[src/rtl/magic_nor_sequencer.sv]
// MAGIC in-memory NOR sequencer: runs a stored program of NOR micro-ops on a
// one-row bit-cell array, two cycles (INIT then EVAL) per op.
module magic_nor_sequencer #(
  parameter int ADDR_W = 7,
  parameter int PC_W   = 7,
  parameter int NIN    = 7
) (
  input  logic                  clk,
  input  logic                  rst,
  input  logic                  prog_we,
  input  logic [PC_W-1:0]       prog_addr,
  input  logic [3*ADDR_W-1:0]   prog_data,
  input  logic                  start,
  input  logic [PC_W:0]         op_count,
  input  logic [ADDR_W-1:0]     out_addr,
  input  logic [NIN-1:0]        x,
  output logic                  busy,
  output logic                  done,
  output logic                  result,
  output logic                  illegal_op
);

  localparam int NCELL  = 2 ** ADDR_W;
  localparam int PDEPTH = 2 ** PC_W;

  typedef enum logic [2:0] {
    S_IDLE = 3'd0,
    S_LOAD = 3'd1,
    S_INIT = 3'd2,
    S_EVAL = 3'd3,
    S_DONE = 3'd4
  } state_t;

  state_t                r_state;
  logic [PC_W-1:0]       r_pc;
  logic [PC_W:0]         r_cnt;
  logic [ADDR_W-1:0]     r_out_addr;
  logic [NIN-1:0]        r_x;
  logic [NCELL-1:0]      r_cells;
  logic                  r_busy;
  logic                  r_done;
  logic                  r_result;
  logic                  r_illegal;
  logic [3*ADDR_W-1:0]   r_mem [PDEPTH];

  logic [3*ADDR_W-1:0]   w_op;
  logic [ADDR_W-1:0]     w_dst;
  logic [ADDR_W-1:0]     w_srca;
  logic [ADDR_W-1:0]     w_srcb;
  logic [PC_W:0]         w_pc_inc;
  logic                  w_illegal;

  // The op stays addressed by r_pc across INIT and EVAL, and the program
  // memory is frozen outside IDLE, so both phases decode the same word.
  assign w_op      = r_mem[r_pc];
  assign w_dst     = w_op[3*ADDR_W-1:2*ADDR_W];
  assign w_srca    = w_op[2*ADDR_W-1:ADDR_W];
  assign w_srcb    = w_op[ADDR_W-1:0];
  assign w_pc_inc  = {1'b0, r_pc} + {{PC_W{1'b0}}, 1'b1};
  assign w_illegal = (w_dst == w_srca) || (w_dst == w_srcb);

  // Program memory write port, open only while idle; contents survive reset.
  always_ff @(posedge clk) begin
    if (!rst && (r_state == S_IDLE) && prog_we) begin
      r_mem[prog_addr] <= prog_data;
    end
  end

  // Sequencer FSM, cell array and registered status outputs.
  always_ff @(posedge clk or posedge rst) begin
    if (rst) begin
      r_state    <= S_IDLE;
      r_pc       <= {PC_W{1'b0}};
      r_cnt      <= {(PC_W+1){1'b0}};
      r_out_addr <= {ADDR_W{1'b0}};
      r_x        <= {NIN{1'b0}};
      r_cells    <= {NCELL{1'b0}};
      r_busy     <= 1'b0;
      r_done     <= 1'b0;
      r_result   <= 1'b0;
      r_illegal  <= 1'b0;
    end else begin
      r_done <= 1'b0;
      case (r_state)
        S_IDLE: begin
          if (start) begin
            r_cnt      <= op_count;
            r_out_addr <= out_addr;
            r_x        <= x;
            r_illegal  <= 1'b0;
            r_busy     <= 1'b1;
            r_state    <= S_LOAD;
          end else begin
            r_state <= S_IDLE;
          end
        end
        S_LOAD: begin
          for (int i = 0; i < NIN; i++) begin
            r_cells[i] <= r_x[i];
          end
          r_pc <= {PC_W{1'b0}};
          if (r_cnt != {(PC_W+1){1'b0}}) begin
            r_state <= S_INIT;
          end else begin
            r_busy  <= 1'b0;
            r_state <= S_DONE;
          end
        end
        S_INIT: begin
          r_cells[w_dst] <= 1'b1;
          if (w_illegal) begin
            r_illegal <= 1'b1;
          end else begin
            r_illegal <= r_illegal;
          end
          r_state <= S_EVAL;
        end
        S_EVAL: begin
          // Sources read the post-INIT array, so an op that reads its own
          // destination sees 1 and evaluates to 0.
          r_cells[w_dst] <= ~(r_cells[w_srca] | r_cells[w_srcb]);
          r_pc           <= w_pc_inc[PC_W-1:0];
          if (w_pc_inc < r_cnt) begin
            r_state <= S_INIT;
          end else begin
            r_busy  <= 1'b0;
            r_state <= S_DONE;
          end
        end
        S_DONE: begin
          r_result <= r_cells[r_out_addr];
          r_done   <= 1'b1;
          r_state  <= S_IDLE;
        end
        default: begin
          r_busy  <= 1'b0;
          r_state <= S_IDLE;
        end
      endcase
    end
  end

  assign busy       = r_busy;
  assign done       = r_done;
  assign result     = r_result;
  assign illegal_op = r_illegal;

endmodule

[config.mk]
export PLATFORM = sky130hd
export DESIGN_NAME = magic_nor_sequencer
export DESIGN_NICKNAME = d
export VERILOG_FILES = /design/src/rtl/magic_nor_sequencer.sv
export SDC_FILE = /design/constraint.sdc
export NUM_CORES = 2
export LEC_CHECK = 0
export CAP_MARGIN = 10
export CORE_MARGIN = 2
export CORE_UTILIZATION = 28
export CTS_CLUSTER_DIAMETER = 200
export DETAILED_ROUTE_END_ITERATION = 10
export PLACE_DENSITY_LB_ADDON = 0.1
export SLEW_MARGIN = 20
export SYNTH_ARGS = -nofsm -noshare
export SYNTH_HDL_FRONTEND = slang
export SYNTH_SLANG_ARGS = --single-unit
[constraint.sdc]
create_clock -name clk -period 7.1 [get_ports clk]
set_input_delay 2.13 -clock clk [delete_from_list [all_inputs] [get_ports clk]]
set_output_delay 2.13 -clock clk [all_outputs]
set_load 0.02 [all_outputs]
Yosys cells after proc, flatten, opt, wreduce, memory -nomap -nowiden

Memory sizes are Yosys's and may differ from the RTL's.
Cells that the tools add are included.

Add/sub/neg operators: 1
$mul: 0
Divide/modulo/power cells: 0
$lt $le $gt $ge: 6
Eq/ne operators: 10
Shift-type cells: 0
Muxes and demuxes: 26
Bitwise logic cells: 4
Reduce and logical (&&, ||, !) cells: 15

Operators with widths:

| operator                                                           | number |
|---|---|
| one-hot mux 121 bit (2 select lines)                               | 1 |
| bitwise mux 128 bit                                                | 1 |
| OR 128 bit                                                         | 1 |
| < comparator 7 x 8 -> 1 bit (second input constant)                | 4 |
| binary-select mux 1 bit (select 7 bit)                             | 3 |
| one-hot mux 7 bit (3 select lines)                                 | 1 |
| equality test 7 bit                                                | 2 |
| one-hot mux 7 bit (2 select lines)                                 | 1 |
| 2-to-1 mux 1 bit                                                   | 13 |
| one-hot mux 3 bit (4 select lines)                                 | 1 |
| adder 7 x 1 -> 8 bit (second input constant)                       | 1 |
| < comparator 8 bit                                                 | 1 |
| inequality test 2 bit (second input constant)                      | 4 |
| nonzero test 8 bit                                                 | 1 |
| demux 1 bit (select 7 bit)                                         | 1 |
| greater-or-equal comparator 7 x 1 -> 1 bit (second input constant) | 1 |
| equality test 3 x 2 -> 1 bit (second input constant)               | 2 |
| 2-to-1 mux 3 bit                                                   | 2 |
| nonzero test 2 bit                                                 | 3 |
| one-hot mux 1 bit (4 select lines)                                 | 1 |
| AND reduction 4 bit                                                | 1 |
| equality test 3 x 1 -> 1 bit (second input constant)               | 1 |
| equality test 3 bit (second input constant)                        | 1 |
| logical AND 1 bit                                                  | 3 |
| 10 further kinds                                                   | 11 |

Register bits after elaboration: 164
Bits in latches: 0
Bits in writable memories: 2688
Memory bits (read-only): 0
Input port bits: 54
Output and inout port bits: 4
Logic and storage cells: 74
Memories: 1

Memories:

| name  | depth | bits a word | read ports | clocked after Yosys merged registers in | wr ports | RTL line | source |
|---|---|---|---|---|---|---|---|
| r_mem | 128   | 21          | 1          | 0                                       | 1        | 44       | `logic [3*ADDR_W-1:0] r_mem [PDEPTH];` |

Depth between registers and ports, before layout

An unclocked memory read counts as a cell.

Depth after elaboration: 7
Gate-level depth with buffers: 26
Depth with buffers taken out: 14

Worst setup path before layout

No wires, ideal clock.

Path kind: in2reg
Start point: input port rst
End point: memory r_mem[110][0] in the netlist's numbering, enable pin
Library setup time: 399 ps
Data arrival time: 7589 ps
Setup slack: -888 ps
Cell stages on the path: 5
Cells stage by stage: inv_1 and4b_1 nand3_1 clkbuf_1 nor2_1

Longest elaborated chain between the ends: 5

Ends and longest elaborated chain:

| item                                   | RTL line | source |
|---|---|---|
| start, declared                        | 9        | `input logic rst,` |
| logical NOT 1 bit (no source line)     | --       |  |
| logical AND 1 bit (2 in series)        | 64       | `if (!rst && (r_state == S_IDLE) && prog_we) begin` |
| 2-to-1 mux 1 bit                       | 64       |  |
| 2-to-1 mux 1 bit (implied by the code) | 65       | `r_mem[prog_addr] <= prog_data;` |
| end, declared                          | 44       |  |

No other way between the ends.

Worst setup path after layout

Start point: register r_pc[2]
End point: register r_cells[109]

Longest elaborated chain between the ends: 7
Elaborated cells between the ends (all ways): 15

Ends and longest elaborated chain:

| item                                                                        | RTL line | source |
|---|---|---|
| start, declared                                                             | 35       | `logic [PC_W-1:0] r_pc;` |
| start signal, assigned                                                      | 73       | `r_pc <= {PC_W{1'b0}};` |
| start signal, assigned                                                      | 101      | `r_pc <= {PC_W{1'b0}};` |
| start signal, assigned                                                      | 122      | `r_pc <= w_pc_inc[PC_W-1:0];` |
| memory (128 x 21 bit) *                                                     | --       |  |
| < comparator 7 x 8 -> 1 bit (implied by the code) (tied with other cells)   | 110, 121 |  |
| logical AND 1 bit (implied by the code) or 2-to-1 mux 1 bit (tied branches) | 110, 121 |  |
| 2-to-1 mux 1 bit (implied by the code) or OR 1 bit (tied branches)          | 110, 121 |  |
| demux 1 bit (select 7 bit) or inverter 1 bit (tied branches)                | 110, 121 |  |
| bitwise mux 128 bit or OR 128 bit (tied branches)                           | --       |  |
| one-hot mux 121 bit (2 select lines) *                                      | 84       | `case (r_state)` |
| end signal, assigned                                                        | 77       | `r_cells <= {NCELL{1'b0}};` |
| end signal, assigned by index                                               | 99       | `r_cells[i] <= r_x[i];` |
| end signal, assigned by index                                               | 121      | `r_cells[w_dst] <= ~(r_cells[w_srca] \| r_cells[w_srcb]);` |
| end, declared                                                               | 39       | `logic [NCELL-1:0] r_cells;` |

Mark *: on every way between the ends. The rest lies on a longest branch, timed or not. The select of a mux whose other input is x is not followed.
A chain may end at the register's enable or synchronous reset.

==> results summary <==
The run finished with clean final reports. The clock net in this run drives a total of approximately 2,900 sinks. The share of synthesized area occupied by flip-flops and latches came out at about 74%. The clock share of power is around a third. OpenSTA, run right after detailed placement, puts the worst setup slack at roughly 0.57 ns. The final hold violation count came out at 0. The setup TNS came out at 0 ns. The maximum number of buffers from clock root to sink is 4. The number of distinct library cell variants in the gate-level netlist after synthesis came out at 94. Clock tree synthesis selected as its root buffer the cell clkbuf_16. Leaving out fill and tap cells, the most frequent cells in the layout are 2,688 x edfxtp_1, 668 x mux4_2, 342 x buf_4. The share of the synthesized area in the top cell type came out at about 70%. The critical path data arrival time is 7.37 ns.

The total DRC errors in the routed layout is 0. The power per standard cell area came out at 373 nW/um^2. The fraction of power consumed by sequential logic came out at 39.0%. Once detailed placement completed, the half-perimeter wirelength came to ~240,000 um. Counting cells, the worst reg-to-reg path comes to 17. The area growth from synthesis to layout is 16.7%. The final hold slack came out at between 0.4 and 0.5 ns.

The number of max-slew violations in the final report is 0. The first detailed-routing pass ran for 6 iterations. Routability-driven placement finished with a final weighted congestion of roughly 0.85. The maximum fanout along the worst path came out at 67.

The total internal power came out at 34,000 uW. The via count is 60,256. The DRC marker count from the first detailed-route iteration came out at roughly 5,700. Dividing the detail-routed wire length by the instance count gives approximately 34 um. The critical path launch point type is a flop. Summed over all cells, the static leakage comes to 0.0418 uW. The count of yosys warnings during synthesis is 0. In this run the most critical hold path is launched from result.

The first global-routing pass estimated roughly 540,000 um of wire. The number of cell rows is 235. The height of the chip came out at between 600 and 700 um.

The instance count along the most critical hold path came out at 2. The mean number of vias per cell is between 5 and 6. The synthesized design spends more area on one cell type than any other, namely edfxtp_1. Max-cap violations in this run came to 0.

The remaining antenna violation count after routing is 0. The number of hold buffers added after CTS was 0. Per report_power, the combinational group accounts for roughly 28% of the total. The overflow left after global routing came out at 0. The number of I/O pins is 58. The fraction of layout instances using a drive strength above 1 came out at between 20 and 30%. The synthesized design contains roughly 2,700 enable-type register cells. The summed instance area of the synthesized netlist is between 100,000 and 150,000 sq um. The total core area is 410,000 sq um. The count of final setup violators is 0.

The net count after synthesis is ~5,900. The aggregate global-route resource usage came out at between 10% and 20%. The total detailed-routing wirelength came out at about 400,000 um.

The share of synthesized flip-flops with an asynchronous set or reset is under 10%. Of the available clock period, the critical path in the final layout requires between 90% and 100%. The maximum vdd ir drop is 0.000639 V. The clock insertion delay at the later pin of the skew report is around 0.95 ns.

The count of buffers added by post-CTS timing repair for setup is 0. Across the routed clock network, the largest skew measured is ~0.056 ns. For hold timing, the worst endpoint is result. The post-route worst setup slack came out at roughly 0.47 ns. The non-filler instance count after layout came out at around 12,000. The number of antenna violations at the first check in global routing came out at 29. Setup repair after global routing left no endpoint under its margin. The net count of the finished layout is roughly 6,300. The critical path data required time is between 7 and 8 ns. The synthesized area divided by synthesized cell count came out at 19.8 sq um. The worst register-to-register path begins at r_pc[2]. The shortest period the worst path allows is around 6.6 ns. For this run, the leading register cell type out of synthesis is edfxtp_1. Based on the critical path, the design can be clocked at up to about 150 MHz. The via count of the first global-routing pass is about 62,000. The transition at the pin with the smallest max-transition slack came out at 1.17 ns. Yosys attributes the largest share of cell area to edfxtp_1 70%, mux4_2 13%, dfrtp_1 3.6%. TritonCTS built the clock tree. The worst register-to-register path has a setup slack of between 0.4 and 0.5 ns. The number of instances in the synthesized netlist is 5,798. The starting utilization of the core area is approximately 28%. During placement, the flow inserted port buffers numbering between 50 and 60. The relative slew slack is between 20% and 30%. In this run, placement finished with an instance count of about 11,000.

The largest net degree at the start of global routing came out at between 150 and 200. TritonCTS created 332 clock buffers. Of the total power, the share spent switching nets is between 30% and 40%. The post-cts gate resize count came out at 0. The leading cell type in the layout, fill and taps excluded is edfxtp_1. The H-tree was split into 5 levels. The overall die area came out at between 400,000 and 500,000 sq um.

The critical path is of the flop to flop type. The horizontal extent of the die came out at between 600 and 700 um. Synthesis inferred approximately 2,900 register bits. STA classifies the critical path endpoint as a flop.

The capture instance of the worst register-to-register path is r_cells[109]. The net switching power came out at 16,100 uW. Overall power consumption after layout is estimated at between 50,000 and 60,000 uW.

The min-delay analysis places its worst path in the category flop to flop. Clock-pin slew was measured on the worst setup and hold paths at about 0.06 ns.
[synthesized netlist by cell type, types with 19 or more instances]
cell type / count
a211oi_1: 23
a21oi_1: 66
a22oi_1: 113
a31oi_1: 133
buf_1: 19
buf_2: 92
buf_4: 72
buf_6: 54
clkbuf_1: 76
dfrtp_1: 164
edfxtp_1: 2688
inv_1: 28
mux2_2: 88
mux2i_1: 323
mux4_2: 668
nand2_1: 160
nand2b_1: 20
nand3_1: 59
nor2_1: 437
nor2b_1: 46
o21ai_0: 45
o22ai_1: 65
[final cells by class]
type                    instances  area (sq um)
fillers                     38962        275000
flip-flops and latches       2852         84800
multi-input cells            2578         28400
clock buffers                 435          8940
well taps                    5451          6820
repair buffers                419          3760
clock inverters               154          1390
inverters                      30           124
diodes                         11          27.5
[flip-flops by register name (all words and copies together) (netlist names)]
name and count:
r_mem 2688, r_x 7, illegal_op 1, r_cells 128, r_pc 7, r_cnt 8
r_out_addr 7, r_state 3, done 1, busy 1, result 1
[cell families (layout without fill, tap and decap cells)]
kind of cell | count (synthesis) | after routing | synth area share, %
flops | 2852 | 2852 | 73.7
mux | 1087 | 1087 | 16.9
simple gates | 870 | 870 | 3.44
compound gates | 594 | 594 | 3.61
buf+inv | 368 | 1038 | 2.10
xor+xnor | 19 | 19 | 0.145
fa+ha+maj | 8 | 8 | 0.0870
other cells | 0 | 11 | 0
[worst max-delay path, stage by stage (launching register included)]
cell and delay (ns):
dfrtp_4 0.96, buf_4 0.36, buf_4 0.34, mux2i_1 0.13, a22oi_1 0.20, a31oi_1 0.24, or4_1 0.67, o31ai_1 0.95
nand2_1 0.12, buf_4 0.26, nand2b_1 0.31, o31ai_1 0.14, or3_1 0.37, or4_1 0.53, nand4_1 0.11, or3b_4 0.16
buf_12 0.27, a31oi_1 0.15
[routing by layer]
| layer | routed length [um] | track usage (%) | part of all wire (%) | vias to the layer above |
|---|---|---|---|---|
| met5 | 59 | 0 | 0.015 | - |
| met4 | 8920 | 4.16 | 2.2 | 10 |
| met3 | 18900 | 2.34 | 4.7 | 481 |
| met2 | 195000 | 31.8 | 49 | 1692 |
| met1 | 177000 | 26.1 | 44 | 33204 |
| li1 | - | - | - | 24869 |
[through the flow]
| stage | util (%) | area (sq um) |
|---|---|---|
| 2_1_floorplan | - | 115000 |
| 3_3_place_gp | 30.2 | 124000 |
| 3_5_place_dp | 30.2 | 124000 |
| 4_1_cts | 32.8 | 134000 |
| 5_1_grt | 32.8 | 134000 |
| 6_report | 32.8 | 134000 |
[power by group through the flow]
stage	Sequential (uW)	Combinational (uW)	Clock, uW
6_report	19500	14100	16500
2_1_floorplan	19400	10200	0
3_5_place_dp	19900	14300	0
5_1_grt	19600	14900	17600
4_1_cts	19500	14300	17000
3_3_place_gp	19900	14300	0
[how the worst max path moves through the flow]
stage	from	to	slack, ns
3_3_place_gp	r_pc[2]	r_cells[4]	0.56
5_1_grt	r_pc[0]	r_cells[110]	0.37
6_report	r_pc[2]	r_cells[109]	0.47
2_1_floorplan	rst	r_mem[110][0]	0.73
3_5_place_dp	r_pc[2]	r_cells[4]	0.57
4_1_cts	r_pc[2]	r_cells[115]	0.52
Note: power is estimated with default switching activity, not from simulation.
